**src/rtl/pipe_pkg.sv**
```systemverilog
// Shared types and default widths for the EX/MEM -> WB pipeline stage.
package pipe_pkg;

    localparam int DATA_W_DEF  = 64;
    localparam int RADDR_W_DEF = 5;
    localparam int PPP_W_DEF   = 3;

    typedef enum logic [1:0] {
        EMPTY = 2'd0,
        BUSY  = 2'd1,
        FULL  = 2'd2
    } skid_state_t;

    typedef struct packed {
        logic                   wr_en;
        logic [RADDR_W_DEF-1:0] rd;
        logic                   rd_sel;
        logic [DATA_W_DEF-1:0]  alu;
        logic [DATA_W_DEF-1:0]  mem;
        logic [PPP_W_DEF-1:0]   ppp;
    } wb_payload_t;

endpackage

```
**src/rtl/pipe_skid_ctrl.sv**
```systemverilog
// Occupancy FSM for the 2-entry skid stage; emits payload load strobes only.
//   state | meaning
//   EMPTY | no entry held, out reg free
//   BUSY  | one entry in out reg
//   FULL  | out reg and skid reg both hold entries, upstream stalled
module pipe_skid_ctrl
    import pipe_pkg::*;
(
    input  logic        clk,
    input  logic        reset,
    input  logic        flush,
    input  logic        in_valid,
    input  logic        out_ready,
    output logic        in_ready,
    output logic        out_valid,
    output skid_state_t state,
    output logic        load_r,
    output logic        load_s,
    output logic        r_from_s
);

    skid_state_t state_nxt;
    logic        accept;
    logic        release_en;

    assign accept     = in_valid & in_ready;
    assign release_en = out_valid & out_ready;

    always_comb begin
        state_nxt = state;
        load_r    = 1'b0;
        load_s    = 1'b0;
        r_from_s  = 1'b0;
        if (flush) begin
            state_nxt = EMPTY;
        end else begin
            case (state)
                EMPTY: begin
                    if (accept) begin
                        load_r    = 1'b1;
                        state_nxt = BUSY;
                    end
                end
                BUSY: begin
                    if (accept && release_en) begin
                        load_r = 1'b1;
                    end else if (accept) begin
                        load_s    = 1'b1;
                        state_nxt = FULL;
                    end else if (release_en) begin
                        state_nxt = EMPTY;
                    end
                end
                FULL: begin
                    if (release_en) begin
                        r_from_s  = 1'b1;
                        state_nxt = BUSY;
                    end
                end
                default: state_nxt = EMPTY;
            endcase
        end
    end

    // Handshake outputs are registered from the next state so no input reaches them combinationally.
    always_ff @(posedge clk) begin
        if (reset) begin
            state     <= EMPTY;
            in_ready  <= 1'b1;
            out_valid <= 1'b0;
        end else begin
            state     <= state_nxt;
            in_ready  <= (state_nxt != FULL);
            out_valid <= (state_nxt != EMPTY);
        end
    end

endmodule

```
**src/rtl/exmem_wb_skid_stage.sv**
```systemverilog
// EX/MEM -> WB pipeline register with 2-entry skid buffer, flush and
// saturating stall/drop counters.
module exmem_wb_skid_stage
    import pipe_pkg::*;
#(
    parameter int DATA_W  = DATA_W_DEF,
    parameter int RADDR_W = RADDR_W_DEF,
    parameter int PPP_W   = PPP_W_DEF,
    parameter int CNT_W   = 16
) (
    input  logic               clk,
    input  logic               reset,
    input  logic               flush,
    input  logic               in_valid,
    output logic               in_ready,
    input  logic               in_wr_en,
    input  logic [RADDR_W-1:0] in_rd,
    input  logic               in_rd_sel,
    input  logic [DATA_W-1:0]  in_alu,
    input  logic [DATA_W-1:0]  in_mem,
    input  logic [PPP_W-1:0]   in_ppp,
    output logic               out_valid,
    input  logic               out_ready,
    output logic               out_wr_en,
    output logic [RADDR_W-1:0] out_rd,
    output logic               out_rd_sel,
    output logic [DATA_W-1:0]  out_alu,
    output logic [DATA_W-1:0]  out_mem,
    output logic [PPP_W-1:0]   out_ppp,
    output logic [CNT_W-1:0]   stall_cnt,
    output logic [CNT_W-1:0]   drop_cnt
);

    // Same field order as wb_payload_t, but sized by this instance's parameters.
    typedef struct packed {
        logic               wr_en;
        logic [RADDR_W-1:0] rd;
        logic               rd_sel;
        logic [DATA_W-1:0]  alu;
        logic [DATA_W-1:0]  mem;
        logic [PPP_W-1:0]   ppp;
    } payload_t;

    localparam logic [CNT_W:0] CNT_MAX = {1'b0, {CNT_W{1'b1}}};

    payload_t    in_pl;
    payload_t    r_q;
    payload_t    s_q;
    skid_state_t state;
    logic        load_r;
    logic        load_s;
    logic        r_from_s;
    logic [1:0]  held;
    logic [CNT_W:0] drop_sum;

    assign in_pl = '{wr_en: in_wr_en, rd: in_rd, rd_sel: in_rd_sel,
                     alu: in_alu, mem: in_mem, ppp: in_ppp};

    pipe_skid_ctrl u_ctrl (
        .clk       (clk),
        .reset     (reset),
        .flush     (flush),
        .in_valid  (in_valid),
        .out_ready (out_ready),
        .in_ready  (in_ready),
        .out_valid (out_valid),
        .state     (state),
        .load_r    (load_r),
        .load_s    (load_s),
        .r_from_s  (r_from_s)
    );

    always_ff @(posedge clk) begin
        if (reset || flush) begin
            r_q <= '0;
            s_q <= '0;
        end else begin
            if (load_r) begin
                r_q <= in_pl;
            end else if (r_from_s) begin
                r_q <= s_q;
            end
            if (load_s) begin
                s_q <= in_pl;
            end
        end
    end

    assign out_wr_en  = r_q.wr_en & out_valid;
    assign out_rd     = r_q.rd;
    assign out_rd_sel = r_q.rd_sel;
    assign out_alu    = r_q.alu;
    assign out_mem    = r_q.mem;
    assign out_ppp    = r_q.ppp;

    always_comb begin
        held = 2'd0;
        case (state)
            BUSY:    held = 2'd1;
            FULL:    held = 2'd2;
            default: held = 2'd0;
        endcase
    end

    // One spare bit catches the carry so the drop count clamps instead of wrapping.
    assign drop_sum = {1'b0, drop_cnt} + {{(CNT_W-1){1'b0}}, held};

    always_ff @(posedge clk) begin
        if (reset) begin
            stall_cnt <= '0;
            drop_cnt  <= '0;
        end else begin
            if (out_valid && !out_ready && ({1'b0, stall_cnt} != CNT_MAX)) begin
                stall_cnt <= stall_cnt + 1'b1;
            end
            if (flush) begin
                drop_cnt <= (drop_sum > CNT_MAX) ? CNT_MAX[CNT_W-1:0] : drop_sum[CNT_W-1:0];
            end
        end
    end

endmodule

```
**config.mk**
```make
export PLATFORM = sky130hd
export DESIGN_NAME = exmem_wb_skid_stage
export DESIGN_NICKNAME = d
export VERILOG_FILES = /design/src/rtl/pipe_pkg.sv /design/src/rtl/pipe_skid_ctrl.sv /design/src/rtl/exmem_wb_skid_stage.sv
export SDC_FILE = /design/constraint.sdc
export NUM_CORES = 1
export LEC_CHECK = 0
export CAP_MARGIN = 20
export CORE_UTILIZATION = 50
export DETAILED_ROUTE_END_ITERATION = 7
export PLACE_DENSITY = 0.8
export SLEW_MARGIN = 15
export SYNTH_ARGS = -nofsm -noshare
export SYNTH_HDL_FRONTEND = slang
export SYNTH_SLANG_ARGS = --single-unit
```
**constraint.sdc**
```tcl
create_clock -name clk -period 2.8 [get_ports clk]
set_input_delay 0.84 -clock clk [delete_from_list [all_inputs] [get_ports clk]]
set_output_delay 0.84 -clock clk [all_outputs]
set_load 0.05 [all_outputs]
```
== Word level (Yosys, flattened, before mapping) ==
Index checks and enable logic that the tools add are counted.

* Output and inout port bits: 172
* Input bits: 143
* Register bits: 312

* Reductions and logical operators: 8
* Eq/ne operators: 4
* Bitwise operators: 3
* Mux-type cells: 21
* $lt $le $gt $ge: 1
* Add/subtract/negate cells: 2

{| class="wikitable"
|+ Operator list
! cell !! number
|-
| 138-bit two-way mux || 2
|-
| 16-bit by 2-bit adder with 17-bit output || 1
|-
| 17-bit by 16-bit greater-than comparator with 1-bit output, second input constant || 1
|-
| 16-bit by 1-bit adder with 16-bit output, second input constant || 1
|-
| 16-bit two-way mux || 1
|-
| 16-bit != test, second input constant || 1
|-
| 2-bit two-way mux || 6
|-
| 1-bit two-way mux || 9
|-
| 2-bit one-hot mux with 3 select lines || 1
|-
| 2-bit one-hot mux with 2 select lines || 1
|-
| 2-bit nonzero test || 2
|-
| 1-bit bitwise AND || 3
|-
| 1-bit logical AND || 3
|-
| 2-bit by 1-bit == test with 1-bit output, second input constant || 1
|-
| 2-bit == test, second input constant || 1
|-
| 2-bit logical NOT || 1
|-
| 2-bit != test, second input constant || 1
|-
| 1-bit one-hot mux with 2 select lines || 1
|-
| 1-bit logical NOT || 1
|-
| 1-bit logical OR || 1
|}

== Depth between registers and ports, before layout ==
* Depth after elaboration: 7
* Depth in mapped cells: 9
* Mapped depth without buffers: 8

== Modules after synthesis ==
A second synthesis with hierarchy kept.

* Cells, all modules: 1552
* Area, all modules: 13832.0 um2

{| class="wikitable"
|+ By module, submodules not included
! module !! cells an instance !! area an instance (um2) !! seq. area each (um2) !! times used
|-
| exmem_wb_skid_stage || 1529 || 13631.8 || 6165.9 || 1
|-
| pipe_skid_ctrl || 23 || 200.2 || 80.1 || 1
|}

== Worst setup path before layout ==
No wires, ideal clock.

* Path type: reg-to-output
* Start: reg u_ctrl.out_valid
* End: out out_wr_en
* Setup slack: 0.718 ns
* Arrival: 1.242 ns
* Cell stages (with the launch flop): 2
* Cells stage by stage: dfxtp_1 > and2_1

* Longest elaborated chain between the ends: 1

{| class="wikitable"
|+ RTL lines
! what !! line !! RTL
|-
| start, declared || pipe_skid_ctrl.sv:15 || <nowiki>output logic out_valid,</nowiki>
|-
| start signal, assigned || pipe_skid_ctrl.sv:74 || <nowiki>out_valid <= (state_nxt != EMPTY);</nowiki>
|-
| 1-bit bitwise AND || exmem_wb_skid_stage.sv:89 || <nowiki>assign out_wr_en = r_q.wr_en & out_valid;</nowiki>
|-
| end, declared || exmem_wb_skid_stage.sv:24 || <nowiki>output logic out_wr_en,</nowiki>
|}

Every way passes these cells.

== Final worst setup path ==
* Start: reg drop_cnt[2]
* End: out drop_cnt[2]

{| class="wikitable"
|+ RTL lines
! what !! line !! RTL
|-
| start, declared || exmem_wb_skid_stage.sv:31 || <nowiki>output logic [CNT_W-1:0] drop_cnt</nowiki>
|-
| start signal, assigned || exmem_wb_skid_stage.sv:117 || <nowiki>drop_cnt <= (drop_sum > CNT_MAX) ? CNT_MAX[CNT_W-1:0] : drop_sum[CNT_W-1:0];</nowiki>
|}

No word-level cell between the ends.

==> key figures <==
Outcome
  – Status: finished, final reports clean

Synthesis
  – Share of synthesized registers carrying an async set or reset: 0%
  – Synthesis-stage register bit count: 312
  – Synthesized area: approximately 0.013 mm^2
  – Syn. warnings: 0
  – Unique masters post-synth: 64
  – Number of flops mapped to enable cells by yosys: 0
  – Fraction of the yosys area taken by sequential cells: 47.1%
  – Avg Inst Size Synth: 8.33 um^2
  – Gate Count Post-Synth: ~1600
  – Syn Nets: roughly 1700
  – Primary FF master, synth: dfxtp_1

Route
  – DR DRC count: 0
  – Final ANT Viol Nets: 0
  – Vias: about 12000
  – Wirelength, routed: 35.5 mm
  – Avg Vias per Cell: 5.81
  – Routed length per instance: between 15 and 20 um
  – First-pass iteration count of the detailed router: 5
  – Drt first-iter violations: 1177

Worst setup path
  – Instance count on the critical path: 1
  – Max incr delay on CP: 0.87 ns
  – Worst EP arrival: 1.87 ns
  – RR Startpoint: u_ctrl.state[1]$_SDFF_PP0_
  – CP Launch Type: register
  – Crit end category: primary output
  – Reg2reg setup slack: 0.45 ns
  – Worst Setup EP: drop_cnt[2]
  – Crit path cell chain: clkdlybuf4s50_1
  – WP buf/inv: 1
  – Crit path max fanout: 8
  – Crit path from: drop_cnt[2]$_SDFFE_PP0P_
  – Reg2reg path depth: 8
  – Crit path required time: between 1.5 and 2 ns
  – End of the worst register-to-register path: drop_cnt[5]$_SDFFE_PP0P_
  – Critical-path top delay cell: clkdlybuf4s50_1
  – Crit Path Class: register to primary output
  – CP delay by family, top: buffers and inverters

Power and ir drop
  – Combinational Power Share: 9.3%
  – Clock Power Share: about 44%
  – Power Density: 581 mW/mm^2
  – Peak VDD IR: 0.446 mV
  – Internal power: 7.48 mW
  – Total Power: 9.77 mW
  – Reg power frac: 46.4%
  – Static leakage: 5.39 nW
  – P_sw: 2.30 mW
  – Sw Ratio: 23.5%

Cells and area
  – Commonest non-fill, non-tap cell in the layout: clkdlybuf4s50_1
  – Final Net Count: 1857
  – Finished Layout Cells: 2066
  – Fill count: around 2100
  – Layout cell share with drive strength beyond 1: 6.24%
  – # diodes: 0
  – Most frequent cells in the layout: clkdlybuf4s50_1, dfxtp_1, nand2_1, a21oi_1, nand3_1
  – Layout Area Growth over Synthesis: 26.7%

GRT
  – Vias in the first global route: 11100
  – Largest net degree at the start of global routing: 79
  – First-pass GRT wire length: between 50 and 60 mm
  – GR Overflow Total: 0
  – Initial antenna violation count: 0
  – Total GRT Usage: 24.8%

Place
  – PortBufs: between 300 and 400
  – Placement Setup Slack: 0.0698 ns
  – Gp weighted congestion: about 0.8
  – Placed wire-length estimate: around 22 mm
  – Cell Count Post-Placement: 2009

STA
  – Worst-Margin Slew: 0.747 ns
  – Fraction of the cycle the final worst path needs: between 90% and 100%
  – Pins Over Slew Limit: 0
  – Fmax: approximately 370 MHz
  – Period minus WS final: 2.71 ns
  – Clk_skew: 0.00998 ns
  – Relative slew slack: 50.0%
  – Final Setup Violations: 0
  – Final TNS setup: 0 ns
  – PnR worst setup slack: around 0.087 ns
  – RSZ-0062 raised after global routing: no
  – Final hold violation count: 0

Clocking
  – CTS Root Cell: clkbuf_16
  – Skew-Pair Late Insertion Delay: a little under 0.5 ns
  – CTS Hold Bufs: 0
  – Clock buffer count from CTS: 34
  – Post-CTS setup buffers: 0
  – CTS max path bufs: 3
  – # H-tree levels: 2
  – CTS tree: yes
  – CTS sink cnt: 312
  – Clock-pin slew on the worst setup and hold paths: 0.06 ns
  – Post-cts repair resize count: 0

Die
  – Die width: approximately 160 um
  – Starting Density: 50.9%
  – Core box area: approximately 0.026 mm^2
  – Die Ht: 165 um
  – Die area: 0.0272 mm^2
  – # rows: 59
  – Num ports: 315

Min path
  – Hold Crit Class: register to register

Job
  – Max Cap Viol: 0
-- final cells by class --
class	count	area (um^2)	area share, %
clock buffers	48	1000	5.98
clock inverters	9	78.8	0.469
inverters	10	37.5	0.223
multi-input cells	1005	5400	32.1
flip-flops and latches	312	6250	37.2
well taps	335	419	2.49
repair buffers	347	3630	21.6
-- sequential cells by signal, summed over array words and instances (netlist names) --
name,count
u_ctrl.out_valid,1
r_q,1
u_ctrl.in_ready,1
u_ctrl.state,2
out_alu,64
out_rd,5
out_ppp,3
out_rd_sel,1
drop_cnt,16
s_q,138
out_mem,64
stall_cnt,16
-- cell families after synthesis --
group | Yosys count | share of synthesized area, %
DFF | 312 | 47.1
and+or+nand+nor | 523 | 18.3
buffers and inverters | 275 | 12.5
muxes | 5 | 0.396
AOI/OAI and AO/OA | 470 | 21.1
adders and majority gates | 4 | 0.434
xor gates and xnor gates | 3 | 0.198
-- power by group through the flow --
stage	combinational, mW	clock, mW	sequential (mW)
finish	0.912	4.33	4.54
global route	0.968	4.59	4.54
CTS	0.910	4.40	4.54
detailed placement	0.905	0	4.63
global placement	0.895	0	4.63
floorplan	0.504	0	4.64
-- metal layers --
metal	up-vias	wire length (um)	part of all wire [%]	track usage, %
li1	5684	-	-	-
met2	497	17100	48	41.7
met5	-	0	0	0
met3	62	3060	8.6	6.28
met1	5752	14400	41	31.0
met4	0	827	2.3	7.76
-- worst min-delay path by stage --
stage                           from                    end  slack, ns  depth (start not counted)
3_3_place_gp    s_q[48]$_SDFFE_PP0P_   s_q[48]$_SDFFE_PP0P_       0.44                          2
6_report        s_q[77]$_SDFFE_PP0P_   s_q[77]$_SDFFE_PP0P_       0.45                          2
3_5_place_dp   s_q[127]$_SDFFE_PP0P_  s_q[127]$_SDFFE_PP0P_       0.44                          2
4_1_cts        s_q[127]$_SDFFE_PP0P_  s_q[127]$_SDFFE_PP0P_       0.45                          2
5_1_grt        s_q[127]$_SDFFE_PP0P_  s_q[127]$_SDFFE_PP0P_       0.47                          2
2_1_floorplan    s_q[0]$_SDFFE_PP0P_    s_q[0]$_SDFFE_PP0P_       0.44                          2
-- per-stage QoR --
step / util, % / hold slack, ns / instance area [um^2]
6_report: 64.5 / 0.451 / 16800
5_1_grt: 64.5 / 0.466 / 16800
4_1_cts: 64.5 / 0.452 / 16800
3_5_place_dp: 60.3 / 0.445 / 15700
3_3_place_gp: 60.3 / 0.441 / 15700
2_1_floorplan: - / 0.436 / 13300
-- synthesized netlist by cell type (all sizes together), types with 2 or more instances --
library cell | count | area, um^2
o21ai | 8 | 40.0
or3 | 6 | 37.5
nor4b | 2 | 32.5
inv | 10 | 37.5
and3 | 8 | 50.1
a31o | 2 | 17.5
clkbuf | 44 | 165
nand2 | 291 | 1100
a31oi | 8 | 50.1
xnor2 | 3 | 26.3
and4b | 2 | 25.0
nor3 | 15 | 96.4
ha | 3 | 37.5
a22oi | 138 | 1040
mux2 | 2 | 22.5
nand4 | 7 | 50.1
nor2b | 3 | 18.8
or2 | 2 | 12.5
a41oi | 3 | 26.3
and2 | 4 | 25.0
buf | 221 | 1460
nand2b | 2 | 12.5
a211oi | 3 | 22.5
a21oi | 291 | 1460
a311oi | 4 | 35.0
nor4 | 6 | 52.6
nand3 | 153 | 796
nor2 | 15 | 56.3
and4 | 3 | 26.3
dfxtp | 312 | 6250
mux2i | 3 | 30.0
Power figures use the tool's default switching activity.
